`src/rtl/alu_pkg.sv`:
```
// Shared ALU datapath constants and the collector state encoding.
package alu_pkg;

    localparam int unsigned WIDTH = 32;
    localparam int unsigned IDX_W = $clog2(WIDTH);

    typedef enum logic {
        ST_FILL = 1'b0,
        ST_FULL = 1'b1
    } state_e;

endpackage

```
`src/rtl/bit_idx_cnt.sv`:
```
// Bit index counter: counts accepted bits modulo WIDTH, with synchronous clear.
module bit_idx_cnt #(
    parameter int unsigned WIDTH = 32,
    parameter int unsigned IDX_W = 5
) (
    input  logic             clk,
    input  logic             rst_n,
    input  logic             i_clr,
    input  logic             i_inc,
    output logic [IDX_W-1:0] o_idx
);

    localparam logic [IDX_W-1:0] LAST = IDX_W'(WIDTH - 1);

    logic [IDX_W-1:0] r_idx;

    // Clear wins over increment; increment wraps to 0 after the last index.
    always_ff @(posedge clk or negedge rst_n) begin
        if (!rst_n) begin
            r_idx <= '0;
        end else if (i_clr) begin
            r_idx <= '0;
        end else if (i_inc) begin
            r_idx <= (r_idx == LAST) ? '0 : r_idx + 1'b1;
        end
    end

    assign o_idx = r_idx;

endmodule

```
`src/rtl/bit_deser_32.sv`:
```
// Serial-to-parallel collector: gathers WIDTH bits MSB-first and presents the
// word on a valid/ready port. Bit accepted at index k lands in word bit WIDTH-1-k.
module bit_deser_32 #(
    parameter int unsigned WIDTH = alu_pkg::WIDTH,
    parameter int unsigned IDX_W = (WIDTH > 1) ? $clog2(WIDTH) : 1
) (
    input  logic             clk,
    input  logic             rst_n,
    input  logic             flush,
    input  logic             bit_in,
    input  logic             bit_valid,
    output logic             bit_ready,
    output logic [WIDTH-1:0] word_out,
    output logic             word_valid,
    input  logic             word_ready,
    output logic [IDX_W-1:0] bit_idx
);

    import alu_pkg::*;

    localparam logic [IDX_W-1:0] LAST = IDX_W'(WIDTH - 1);

    state_e           r_state;
    logic [WIDTH-1:0] r_partial;
    logic [WIDTH-1:0] r_word;
    logic             r_word_valid;

    logic [IDX_W-1:0] w_idx;
    logic [IDX_W-1:0] w_pos;
    logic [WIDTH-1:0] w_merged;
    logic             w_bit_ready;
    logic             w_accept;
    logic             w_complete;

    // A pending word blocks input unless it is being consumed this cycle.
    assign w_bit_ready = (r_state == ST_FILL) | word_ready;
    // Flush drops a same-cycle bit.
    assign w_accept    = bit_valid & w_bit_ready & ~flush;
    assign w_complete  = w_accept & (w_idx == LAST);
    assign w_pos       = LAST - w_idx;

    bit_idx_cnt #(
        .WIDTH (WIDTH),
        .IDX_W (IDX_W)
    ) u_bit_idx_cnt (
        .clk   (clk),
        .rst_n (rst_n),
        .i_clr (flush),
        .i_inc (w_accept),
        .o_idx (w_idx)
    );

    // Partial word with the incoming bit merged at its MSB-first position.
    always_comb begin
        w_merged        = r_partial;
        w_merged[w_pos] = bit_in;
    end

    // Partial word register: cleared on flush and on word completion.
    always_ff @(posedge clk or negedge rst_n) begin
        if (!rst_n) begin
            r_partial <= '0;
        end else if (flush || w_complete) begin
            r_partial <= '0;
        end else if (w_accept) begin
            r_partial <= w_merged;
        end
    end

    // Output FSM: loads completed words and holds them until consumed.
    always_ff @(posedge clk or negedge rst_n) begin
        if (!rst_n) begin
            r_state      <= ST_FILL;
            r_word       <= '0;
            r_word_valid <= 1'b0;
        end else begin
            case (r_state)
                ST_FILL: begin
                    if (w_complete) begin
                        r_word       <= w_merged;
                        r_word_valid <= 1'b1;
                        r_state      <= ST_FULL;
                    end
                end
                ST_FULL: begin
                    // A completing accept can only happen here with word_ready high,
                    // so the old word is consumed and the new one replaces it.
                    if (w_complete) begin
                        r_word <= w_merged;
                    end else if (word_ready) begin
                        r_word_valid <= 1'b0;
                        r_state      <= ST_FILL;
                    end
                end
                default: begin
                    r_word_valid <= 1'b0;
                    r_state      <= ST_FILL;
                end
            endcase
        end
    end

    assign bit_ready  = w_bit_ready;
    assign word_out   = r_word;
    assign word_valid = r_word_valid;
    assign bit_idx    = w_idx;

endmodule
```
`config.mk`:
```
export PLATFORM = sky130hd
export DESIGN_NAME = bit_deser_32
export DESIGN_NICKNAME = d
export VERILOG_FILES = /design/src/rtl/alu_pkg.sv /design/src/rtl/bit_idx_cnt.sv /design/src/rtl/bit_deser_32.sv
export SDC_FILE = /design/constraint.sdc
export NUM_CORES = 1
export LEC_CHECK = 0
export BUFFER_PORTS_ARGS = -buffer_cell sky130_fd_sc_hd__buf_4
export CAP_MARGIN = 20
export CORE_UTILIZATION = 50
export DETAILED_ROUTE_END_ITERATION = 7
export PLACE_DENSITY = 0.85
export SETUP_SLACK_MARGIN = 0.05
export SKIP_LAST_GASP = 1
export SLEW_MARGIN = 20
export SYNTH_ARGS = -nofsm -noshare
export SYNTH_HDL_FRONTEND = slang
export SYNTH_HIERARCHICAL = 1
export SYNTH_SLANG_ARGS = --single-unit
```
`constraint.sdc`:
```
create_clock -name clk -period 2 [get_ports clk]
set_clock_uncertainty 0.2 [all_clocks]
set_input_delay 0.3 -clock clk [delete_from_list [all_inputs] [get_ports clk]]
set_output_delay 0.3 -clock clk [all_outputs]
set_load 0.005 [all_outputs]
```
# Word-level counts from Yosys, hierarchy flattened
# Index checks and enable logic that the tools add are counted.
# totals
elab_cells	41
register_bits	71
output_inout_bits	39
input_bits	6
# classes
reduce_logical	5
n_addsub	2
bitwise_logic	6
magnitude_cmp	2
n_eq_ne	4
n_mux	17
# ops
operator	n
$mux 32	3
$bwmux 32	1
$mux 5	3
$mux 1	7
$lt 5x6->1 const B	1
$ne 2x2->1 const B	3
$add 5x1->5 const B	1
$demux 1 s5	1
$eq 5x5->1 const B	1
$ge 5x1->1 const B	1
$sub 5x5->5 const A	1
$pmux 1 s2	2
$reduce_bool 2->1	2
$and 1x1->1	3
$reduce_and 3->1	1
$not 1->1	2
$logic_and 1x1->1	1
$logic_or 1x1->1	1
$or 1x1->1	1

# Longest topological paths before layout
# Gate-level depths: netlist of the first run.
# depth
depth_word	8
depth_mapped	7
depth_no_buf	6

# Hierarchy
# Netlist of the first run, hierarchy kept.
# modules_own_cells
mod	n_inst	seq_area_each_um2	cells_each	area_per_inst_um2
bit_deser_32	1	1626.6	319	3129.3
bit_idx_cnt	1	125.1	25	260.2

# Least setup slack after synthesis of the first run
# OpenSTA, ideal clock, no wires.
# synth_timing
path_type	register to register
from	register u_bit_idx_cnt.r_idx[0] (netlist: u_bit_idx_cnt/o_idx[0])
to	register u_bit_idx_cnt.r_idx[3] (netlist: u_bit_idx_cnt/o_idx[3])
required_ns	1.723
period_less_slack_ns	1.914
arrival_ns	1.637
n_path_buf	0
stages_incl_launch_ff	6
setup_time_ns	0.077
setup_slack_ns	0.086
cell_sequence	dfrtp_1 ha_1 and3_1 ha_1 or4_1 a21oi_1
# synth_via
elab_chain_len	4
word_cells_on_any_way	5
classes_between	add/sub (1); eq/ne (1); mux (3)
# synth_lines
element	line_no	text
from (decl)	bit_idx_cnt.sv:15	logic [IDX_W-1:0] r_idx;
from (signal assigned)	bit_idx_cnt.sv:24	r_idx <= (r_idx == LAST) ? '0 : r_idx + 1'b1;
$add 5x1->5 / $eq 5x5->1 (equally long branches)	bit_idx_cnt.sv:24	
$mux 5 (*)	bit_idx_cnt.sv:24	
$mux 5 (*)	bit_idx_cnt.sv:23	end else if (i_inc) begin
$mux 5 (*)	bit_idx_cnt.sv:21	end else if (i_clr) begin
# Mark *: on every way between the ends. The rest lies on a longest branch, timed or not. The select of a mux whose other input is x is not followed.
# A chain may end at the register's enable or synchronous reset.

# Final worst setup path of the first run
# Ends and elaborated chain as after synthesis.

==> summary.md, run 1 <==
| Metric | Value |
|---|---|
| Run status | `finished with violations` |
| Failing checks | `DRC, hold timing` |
| Core area | `6460 sq um` |
| Tot Pwr | `2740 uW` |
| Fin area | `4100 sq um` |
| WL final | `7500 um` |
| CP startpoint | `u_bit_idx_cnt/o_idx[0]` |
| Ys Warns | `6` |
| Drt pass-1 iters | `6` |
| Final HPWL DP | `5030 um` |
| Fin Hold WS | `-0.00486 ns` |
| R2R depth | `5` |
| RePlAce Congestion | `0.848` |
| Cell Area, Synth | `3390 sq um` |
| DRT iter0 DRCs | `199` |
| Max rail drop VDD | `463 uV` |
| Final min period | `1.93 ns` |
| Vias in the first global route | `2640` |
| Initial core utilization | `0.525` |
| Clock Pin Slew Worst Setup and Hold Paths | `0.07 ns` |
| Setup TNS | `0 ns` |
| Unrepaired setup endpoints after global routing | `yes` |
| H-tree Lvls | `3` |
| Maxcap violations | `0` |
| Largest net degree at the start of global routing | `42` |
| Sink Count | `70` |
| Max Clk Rate | `519 MHz` |
| Vias/cell | `5.73` |
| RR Endpoint | `u_bit_idx_cnt/o_idx[3]` |
| Cell Pwr Density | `667 nW/um^2` |
| Die area | `7110 sq um` |
| RR Startpoint | `u_bit_idx_cnt/o_idx[0]` |
| Sequential cell area fraction in the yosys report | `0.517` |
| Number of synthesized flops with an enable pin | `0` |
| Critical path destination | `u_bit_idx_cnt/o_idx[3]` |
| Startpoint Class | `flop` |
| DRC Markers | `4` |
| P&R area growth vs syn | `21.0%` |
| Synth unique cells | `43` |
| Hold Crit Class | `input pin to flop` |
| Die X | `84.3 um` |
| Setup violators final | `0` |
| Worst Path Max Fanout | `4` |
| Die Y-Extent | `84.3 um` |
| Global-route wire length before repair | `12400 um` |
| Synth async-reset ratio | `1.00` |
| Cell Area, Placed | `3890 sq um` |
| Mapped Nets | `352` |
| Row count | `29` |
| Slew HR | `0.679` |
| Routed length per placed instance | `15.6 um` |
| Required @ worst endpoint | `2.08 ns` |
| Final worst-path cycle share | `0.964` |
| Worst Tran Pin Value | `0.481 ns` |
| Crit Path Class | `flop to flop` |
| Clock Root Buffer | `clkbuf_8` |
| CTS tree | `yes` |
| Initial antenna violation count | `0` |
| Count of pins over their slew limit | `0` |
| Post-synth top flop | `dfrtp_1` |
| Via count | `2761` |
| CP Data Arrival Time | `2.01 ns` |
| Synth Instances | `344` |
| Reg-to-reg slack, setup | `0.07 ns` |
| Synth Register Bits | `70` |
| Layout cells sized above 1 | `0.240` |
| Overflow after GRT | `0` |
| Final hold violations | `1` |
| Layout Nets | `408` |
| IO Port Bufs | `44` |
| Clk buf depth | `2` |
| Mean Syn Cell Area | `9.85 sq um` |
| Util after Layout | `0.635` |
| Clk_lat worst skew | `0.35 ns` |
| Antenna cells | `0` |
| Inserted Clock Buffers | `9` |
| Post-route ant nets | `0` |
| CP Capture Type | `flop` |
| Gr usage total | `0.224` |
| Static leakage | `0.00194 uW` |
| I/O pin cnt | `45` |
per-layer routing:
| layer | track usage | share of wire |
|---|---|---|
| met1 | 0.301 | 0.45 |
| met4 | 0.0971 | 0.020 |
| met3 | 0.0462 | 0.047 |
| met5 | 0 | 0 |
| met2 | 0.356 | 0.48 |
cells by family after synthesis:
logic type / synth area share
AOI/OAI and AO/OA: 0.173
and+or+nand+nor: 0.138
DFF: 0.517
buffers and inverters: 0.0602
muxes: 0.102
adders and majority gates: 0.00738
xor gates and xnor gates: 0.00258
layout make-up:
class,count,area [sq um]
clock inverters,4,22.5
flip-flops and latches,70,1750
inverters,24,90.1
clock buffers,12,145
multi-input cells,231,1460
fillers,535,2360
well taps,77,96.3
repair buffers,64,533
synthesized netlist by cell type (all sizes together) (2+ instances only):
cell type,instances,area share
dfrtp,70,0.52
a21oi,52,0.080
nor2,45,0.050
mux2i,30,0.089
inv,23,0.025
nand2,20,0.022
o22ai,19,0.035
buf,15,0.029
o21ai,10,0.015
a22o,8,0.021
clkbuf,4,0.0044
mux2,4,0.013
nand3,4,0.0059
nor3b,4,0.0089
a32o,3,0.0089
nand2b,3,0.0063
nand3b,3,0.0066
or3,3,0.0055
a21o,2,0.0044
and2b,2,0.0052
and3,2,0.0037
ha,2,0.0074
nor2b,2,0.0037
nor3,2,0.0030
or2,2,0.0037
registers in the layout, indices dropped and copies added, names as in the netlist:
register	count
u_bit_idx_cnt/o_idx	5
r_state	1
r_partial	31
word_out	32
word_valid	1
what timing repair did:
action                                  CTS  global route
endpoints found under the setup margin    1            40
gates resized for setup                   1             9
endpoints found under the hold margin    29             0
setup buffers                             0             1
pin swaps                                 0             1
hold buffers                              1             0
where the power goes:
part	switching (uW)	leakage [uW]	total, uW	internal [uW]
logic	154	0.000900	276	122
clock network	510	0.0000861	988	478
registers	22.5	0.000951	1470	1450
critical path, stage by stage (launching register included):
cell,delay (ns)
dfrtp_1,0.43
ha_2,0.22
and3_1,0.18
ha_2,0.19
or4_4,0.52
a21oi_2,0.12
through the flow:
step	instances	setup slack, ns
after floorplan	344	0.0860
after global placement	464	0.0483
after detailed placement	464	-0.0337
after CTS	481	0.0712
after global routing	482	0.00748
final	482	0.0718
how the worst min path moves through the flow:
stage                     cells past startpoint                     end  slack [ns]  startpoint
after floorplan                               0           r_partial[10]       -0.20       rst_n
after global placement                        1            word_out[31]        0.06       rst_n
after detailed placement                      1            word_out[31]        0.06       rst_n
after CTS                                     2  u_bit_idx_cnt/o_idx[3]       0.003       flush
after global routing                          2  u_bit_idx_cnt/o_idx[3]       0.002       flush
final                                         2  u_bit_idx_cnt/o_idx[3]      -0.005       flush
cell usage in the layout, fill, tap and decap left out, drive strengths merged:
cell type    Yosys  routed
and3             2       2
dlygate4sd3      0       1
nand3            4       4
dfrtp           70      70
mux2i           30      30
clkinvlp         0       1
o21ai           10      10
or2              2       2
or4              1       1
o22ai           19      19
clkbuf           4      12
nor4bb           1       1
nand2           20      20
o211a            1       1
and2b            2       2
clkinv           1       4
ha               2       2
mux2             4       4
nor3             2       2
buf             15      63
nor2            45      45
a21oi           52      52
a22o             8       8
o211ai           1       1
xnor2            1       1
nor3b            4       4
and2             1       1
or3              3       3
nor4             1       1
a311oi           1       1
a21o             2       2
nand2b           3       3
a32o             3       3
nand3b           3       3
inv             23      23
a31oi            1       1
nor2b            2       2
Note: power is estimated with default switching activity, not from simulation.
==> run 2: changes to the inputs <==
--- a/config.mk
+++ b/config.mk
@@ -15,5 +15,4 @@
 export SLEW_MARGIN = 20
 export SYNTH_ARGS = -nofsm -noshare
 export SYNTH_HDL_FRONTEND = slang
-export SYNTH_HIERARCHICAL = 1
 export SYNTH_SLANG_ARGS = --single-unit
==> summary.md, run 2 <==
| Metric | Value |
|---|---|
| Run status | `finished with violations` |
| Final HPWL DP | `5300 um` |
| Sequential cell area fraction in the yosys report | `0.515` |
| CP Cell Sequence | `buf_4, inv_1, ha_1, nand2b_1, nor2_1, o21ai_0, a32o_1` |
| Final min period | `2.05 ns` |
| Post-route ant nets | `0` |
| Worst Tran Pin Value | `0.549 ns` |
| Gr usage total | `0.245` |
| Hold Crit Class | `input pin to flop` |
| DRT iter0 DRCs | `261` |
| Core area | `6490 sq um` |
| DRC Markers | `0` |
| Synth Instances | `342` |
| Synth top area share | `0.515` |
| Antenna cells | `0` |
| Number of synthesized flops with an enable pin | `0` |
| Failing checks | `setup timing` |
| Global-route wire length before repair | `13600 um` |
| I/O pin cnt | `45` |
| Sink Count | `71` |
| Cell Area, Synth | `3450 sq um` |
| CP Data Arrival Time | `2.11 ns` |
| Row count | `29` |
| P&R area growth vs syn | `25.6%` |
| Startpoint Class | `flop` |
| Count of pins over their slew limit | `0` |
| Layout cells sized above 1 | `0.313` |
| Vias in the first global route | `2881` |
| Count leader, synth | `dfrtp_1` |
| Slew HR | `0.633` |
| Initial antenna violation count | `0` |
| Tot Pwr | `2850 uW` |
| Final worst-path cycle share | `1.03` |
| Largest net degree at the start of global routing | `41` |
| Setup violators final | `2` |
| Pre-CTS setup slack | `0.0131 ns` |
| H-tree Lvls | `3` |
| Initial core utilization | `0.531` |
| CTS tree | `yes` |
| Clk_lat worst skew | `0.36 ns` |
| Synth unique cells | `29` |
| Fin Hold WS | `0.124 ns` |
| Inserted Clock Buffers | `9` |
| Cell Pwr Density | `659 nW/um^2` |
| Maxcap violations | `0` |
| Die area | `7240 sq um` |
| Util after Layout | `0.667` |
| Worst Path Max Fanout | `6` |
| Critical Path Max Stage Delay | `0.40 ns` |
| Via count | `2873` |
| Largest cells by area after synthesis | `dfrtp_1 52%, mux2i_1 9.3%, a32o_1 8.7%, o21ai_0 8.6%, nand2_1 4.6%` |
| Static leakage | `0.00179 uW` |
| Post-route worst setup slack | `-0.0546 ns` |
| Commonest cells after routing, fill and taps aside | `70 x dfrtp_1, 59 x o21ai_0, 56 x buf_4` |
| Synth async-reset ratio | `1.00` |
| Vias/cell | `6.11` |
| Commonest non-fill, non-tap cell in the layout | `dfrtp_1` |
| Fin area | `4330 sq um` |
| Unrepaired setup endpoints after global routing | `yes` |
| RePlAce Congestion | `0.802` |
| Die Y-Extent | `85.1 um` |
| Overflow after GRT | `0` |
| Max rail drop VDD | `424 uV` |
| Drt pass-1 iters | `5` |
| Routed length per placed instance | `18.4 um` |
| Clk buf depth | `2` |
| Top delay family on crit path | `simple AND/OR/NAND/NOR gates` |
| Clock Root Buffer | `clkbuf_8` |
| Post-synth top area cell | `dfrtp_1` |
| Mean Syn Cell Area | `10.1 sq um` |
| Post-synth top flop | `dfrtp_1` |
| Final hold violations | `0` |
| IO Port Bufs | `44` |
| Synth Register Bits | `71` |
| Die X | `85.1 um` |
| Ys Warns | `0` |
| Max Clk Rate | `487 MHz` |
| Cell Area, Placed | `3860 sq um` |
| Crit Path Class | `flop to flop` |
| CP Capture Type | `flop` |
| WL final | `8650 um` |
| Clock Pin Slew Worst Setup and Hold Paths | `0.08 ns` |
| Required @ worst endpoint | `2.05 ns` |
| Worst Path Buf+Inv | `2` |
| Mapped Nets | `353` |
| Slowest CP cell | `dfrtp_2` |
| Synth top cells by count | `71 x dfrtp_1, 59 x o21ai_0, 42 x nand2_1` |
| Layout Nets | `399` |
[run 2: final timing paths]
path / startpoint / cells after the start / end / slack (ns)
max: u_bit_idx_cnt.o_idx[0] / 7 / r_partial[29] / -0.05
min: word_ready / 4 / word_valid / 0.12
max reg2reg: u_bit_idx_cnt.o_idx[0] / 7 / r_partial[29] / -0.05
min reg2reg: r_state / 1 / word_valid / 0.28
max in group asynchronous: rst_n / 3 / word_out[22] / 0.84
min in group asynchronous: rst_n / 2 / r_partial[2] / 0.21
[run 2: power breakdown]
group          internal, uW  total (uW)  leakage, uW  switching (uW)
logic                  68.4         204     0.000691             135
clock network           641        1200     0.000105             562
registers              1440        1450     0.000989            4.23
total                  2150        2850      0.00179             702
[run 2: cell type report]
type                            count  area (sq um)
Clock buffer                       11           151
Clock inverter                      5          56.3
Fill cell                         474          2160
Inverter                            4          18.8
Multi-Input combinational cell    237          1670
Sequential cell                    71          1780
Tap cell                           77          96.3
Timing Repair Buffer               65           563
[run 2: metrics by stage]
| step | instances | TNS (ns) |
|---|---|---|
| 2_1_floorplan | 342 | -5.29 |
| 5_1_grt | 470 | -0.951 |
| 3_5_place_dp | 445 | 0 |
| 6_report | 470 | -0.0623 |
| 4_1_cts | 467 | 0 |
| 3_3_place_gp | 445 | 0 |
[run 2: logic make-up after synthesis]
logic type      count (synthesis)  synth area share
buf+inv                        34            0.0493
flops                          71             0.515
mux                            33            0.0961
simple gates                   94             0.120
compound gates                105             0.201
fa+ha+maj                       5            0.0181
[run 2: per-layer routing]
metal,part of all wire,up-vias,track usage
li1,-,1316,-
met1,0.41,1419,0.298
met2,0.51,118,0.410
met3,0.065,20,0.0593
met4,0.020,0,0.116
met5,0,-,0
[run 2: worst reg2reg max path: cells and delay by family (launching register included)]
kind | cells | cell delay [ns]
compound gates | 2 | 0.44
fa+ha+maj | 1 | 0.20
flops | 1 | 0.40
buf+inv | 2 | 0.24
simple gates | 2 | 0.46
[run 2: timing repair]
item                                   in CTS  in global routing
pin swaps                                   1                  2
setup endpoints to repair                   3                 54
gates resized for setup                     5                 48
hold buffers                                2                  0
setup buffers                               4                  1
endpoints found under the hold margin      34                  0
cloned                                      0                  2
==> run 3: changes to the inputs <==
--- a/config.mk
+++ b/config.mk
@@ -7,9 +7,9 @@
 export LEC_CHECK = 0
 export BUFFER_PORTS_ARGS = -buffer_cell sky130_fd_sc_hd__buf_4
 export CAP_MARGIN = 20
-export CORE_UTILIZATION = 50
+export CORE_UTILIZATION = 40
 export DETAILED_ROUTE_END_ITERATION = 7
-export PLACE_DENSITY = 0.85
+export PLACE_DENSITY = 0.73
 export SETUP_SLACK_MARGIN = 0.05
 export SKIP_LAST_GASP = 1
 export SLEW_MARGIN = 20
==> summary.md, run 3 (synthesis gave the netlist of run 2 again) <==
| Metric | Value |
|---|---|
| Worst Hold Depth | `4` |
| Tot Pwr | `2820 uW` |
| Static leakage | `0.00175 uW` |
| Clk buf depth | `2` |
| Cell Area, Placed | `3910 sq um` |
| Unrepaired setup endpoints after global routing | `yes` |
| Final worst-path cycle share | `0.976` |
| Clock Pin Slew Worst Setup and Hold Paths | `0.07 ns` |
| Area taken by multi-input logic gates | `1610 sq um` |
| Filler cell count | `745` |
| Cell Pwr Density | `661 nW/um^2` |
| Initial antenna violation count | `0` |
| Routed length per placed instance | `16.2 um` |
| I/O pin cnt | `45` |
| Layout Nets | `392` |
| P&R area growth vs syn | `23.8%` |
| Non-Filler Instances | `491` |
| R2R depth | `6` |
| Count of pins over their slew limit | `0` |
| Max rail drop VDD | `342 uV` |
| Row count | `33` |
| Final HPWL DP | `4910 um` |
| Setup violators final | `0` |
| Clk_lat worst skew | `0.35 ns` |
| CP Data Arrival Time | `2.03 ns` |
| Sink Count | `71` |
| Initial core utilization | `0.416` |
| Commonest cells after routing, fill and taps aside | `70 x dfrtp_1, 58 x o21ai_0, 50 x buf_4` |
| Global-route wire length before repair | `13400 um` |
| Max Clk Rate | `513 MHz` |
| Crit Path Class | `flop to flop` |
| Die area | `9000 sq um` |
| Register area | `1780 sq um` |
| IO Port Bufs | `44` |
| Worst Tran Pin Value | `0.544 ns` |
| Die X | `94.9 um` |
| Layout cells sized above 1 | `0.275` |
| Metal3 WL | `311 um` |
| Fin area | `4270 sq um` |
| Startpoint Class | `flop` |
| WL final | `7970 um` |
| Final min period | `1.95 ns` |
| DRT iter0 DRCs | `219` |
| Vias in the first global route | `2723` |
| CTS tree | `yes` |
| Commonest non-fill, non-tap cell in the layout | `dfrtp_1` |
| Top sig layer | `met4` |
| # Post-CTS Setup Buffers | `0` |
| Metal2 WL | `3870 um` |
| Final hold violations | `0` |
| Slew HR | `0.636` |
| Placed Instances | `472` |
| Maxcap violations | `0` |
| Worst Path Max Fanout | `19` |
| H-tree Lvls | `3` |
| RePlAce Congestion | `0.771` |
| Inserted Clock Buffers | `9` |
| Largest net degree at the start of global routing | `66` |
| Antenna cells | `0` |
| Die Y-Extent | `94.9 um` |
| Post-route ant nets | `0` |
| Hold Crit Class | `input pin to flop` |
| Run status | `completed` |
| Core area | `8300 sq um` |
| Required @ worst endpoint | `2.08 ns` |
| Via count | `2729` |
| Overflow after GRT | `0` |
| DRC Markers | `0` |
| CP Capture Type | `flop` |
| WL met1 | `3630 um` |
| Clock Root Buffer | `clkbuf_8` |
| Gr usage total | `0.196` |
| Drt pass-1 iters | `4` |
| Vias/cell | `5.56` |
-- run 3: cell count changes in the layout (fill, tap and decap cells not counted), moves of 3 or more --
cell and delta:
nor2_4 -8, buf_4 -6, nor2_2 +3, nor2_1 +5
-- run 3: worst max-delay path, stage by stage, from the launching register on --
cell and delay, ns:
dfrtp_2 0.40, ha_2 0.17, and3_4 0.15, ha_4 0.17
buf_12 0.15, or4b_4 0.50, a21oi_4 0.14
-- run 3: through the flow --
stage / util / setup slack, ns / TNS (ns) / hold WS (ns)
floorplan: - / -0.172 / -5.29 / -0.196
global placement: 0.471 / 0.0815 / 0 / 0.0744
detailed placement: 0.471 / 0.0498 / 0 / 0.0862
CTS: 0.506 / 0.0544 / 0 / 0.111
global route: 0.514 / 0.00186 / 0 / 0.175
finish: 0.514 / 0.0488 / 0 / 0.128
-- run 3: final timing paths --
path / end / start / slack, ns
setup reg to reg: u_bit_idx_cnt.o_idx[2] / u_bit_idx_cnt.o_idx[0] / 0.05
max in group asynchronous: u_bit_idx_cnt.o_idx[0] / rst_n / 0.80
min in group asynchronous: word_out[23] / rst_n / 0.22
hold / removal: word_valid / word_ready / 0.13
setup / recovery: u_bit_idx_cnt.o_idx[2] / u_bit_idx_cnt.o_idx[0] / 0.05
hold reg to reg: word_out[8] / word_out[8] / 0.28
-- run 3: report_power, final --
part	switching [uW]	internal [uW]	total [uW]
Combinational	124	63.8	187
Sequential	3.58	1440	1440
Clock	550	642	1190
Total	677	2150	2820
-- run 3: area by class of cell --
type                    instances  area share
clock inverters                 5      0.0132
flip-flops and latches         71       0.416
repair buffers                 58       0.124
clock buffers                  11      0.0355
inverters                       4     0.00440
well taps                     105      0.0308
multi-input cells             237       0.376
-- run 3: timing repair --
item / CTS / global route
gates resized for setup: 4 / 27
pin swaps: 1 / 2
endpoints found under the setup margin: 1 / 44
hold buffers: 2 / 0
hold endpoints to repair: 35 / 0
gates cloned: 1 / 0
-- run 3: metal layers --
layer	vias to the layer above	GRT usage
met1	1359	0.261
li1	1297	-
met5	-	0
met2	62	0.308
met3	11	0.0322
met4	0	0.0960
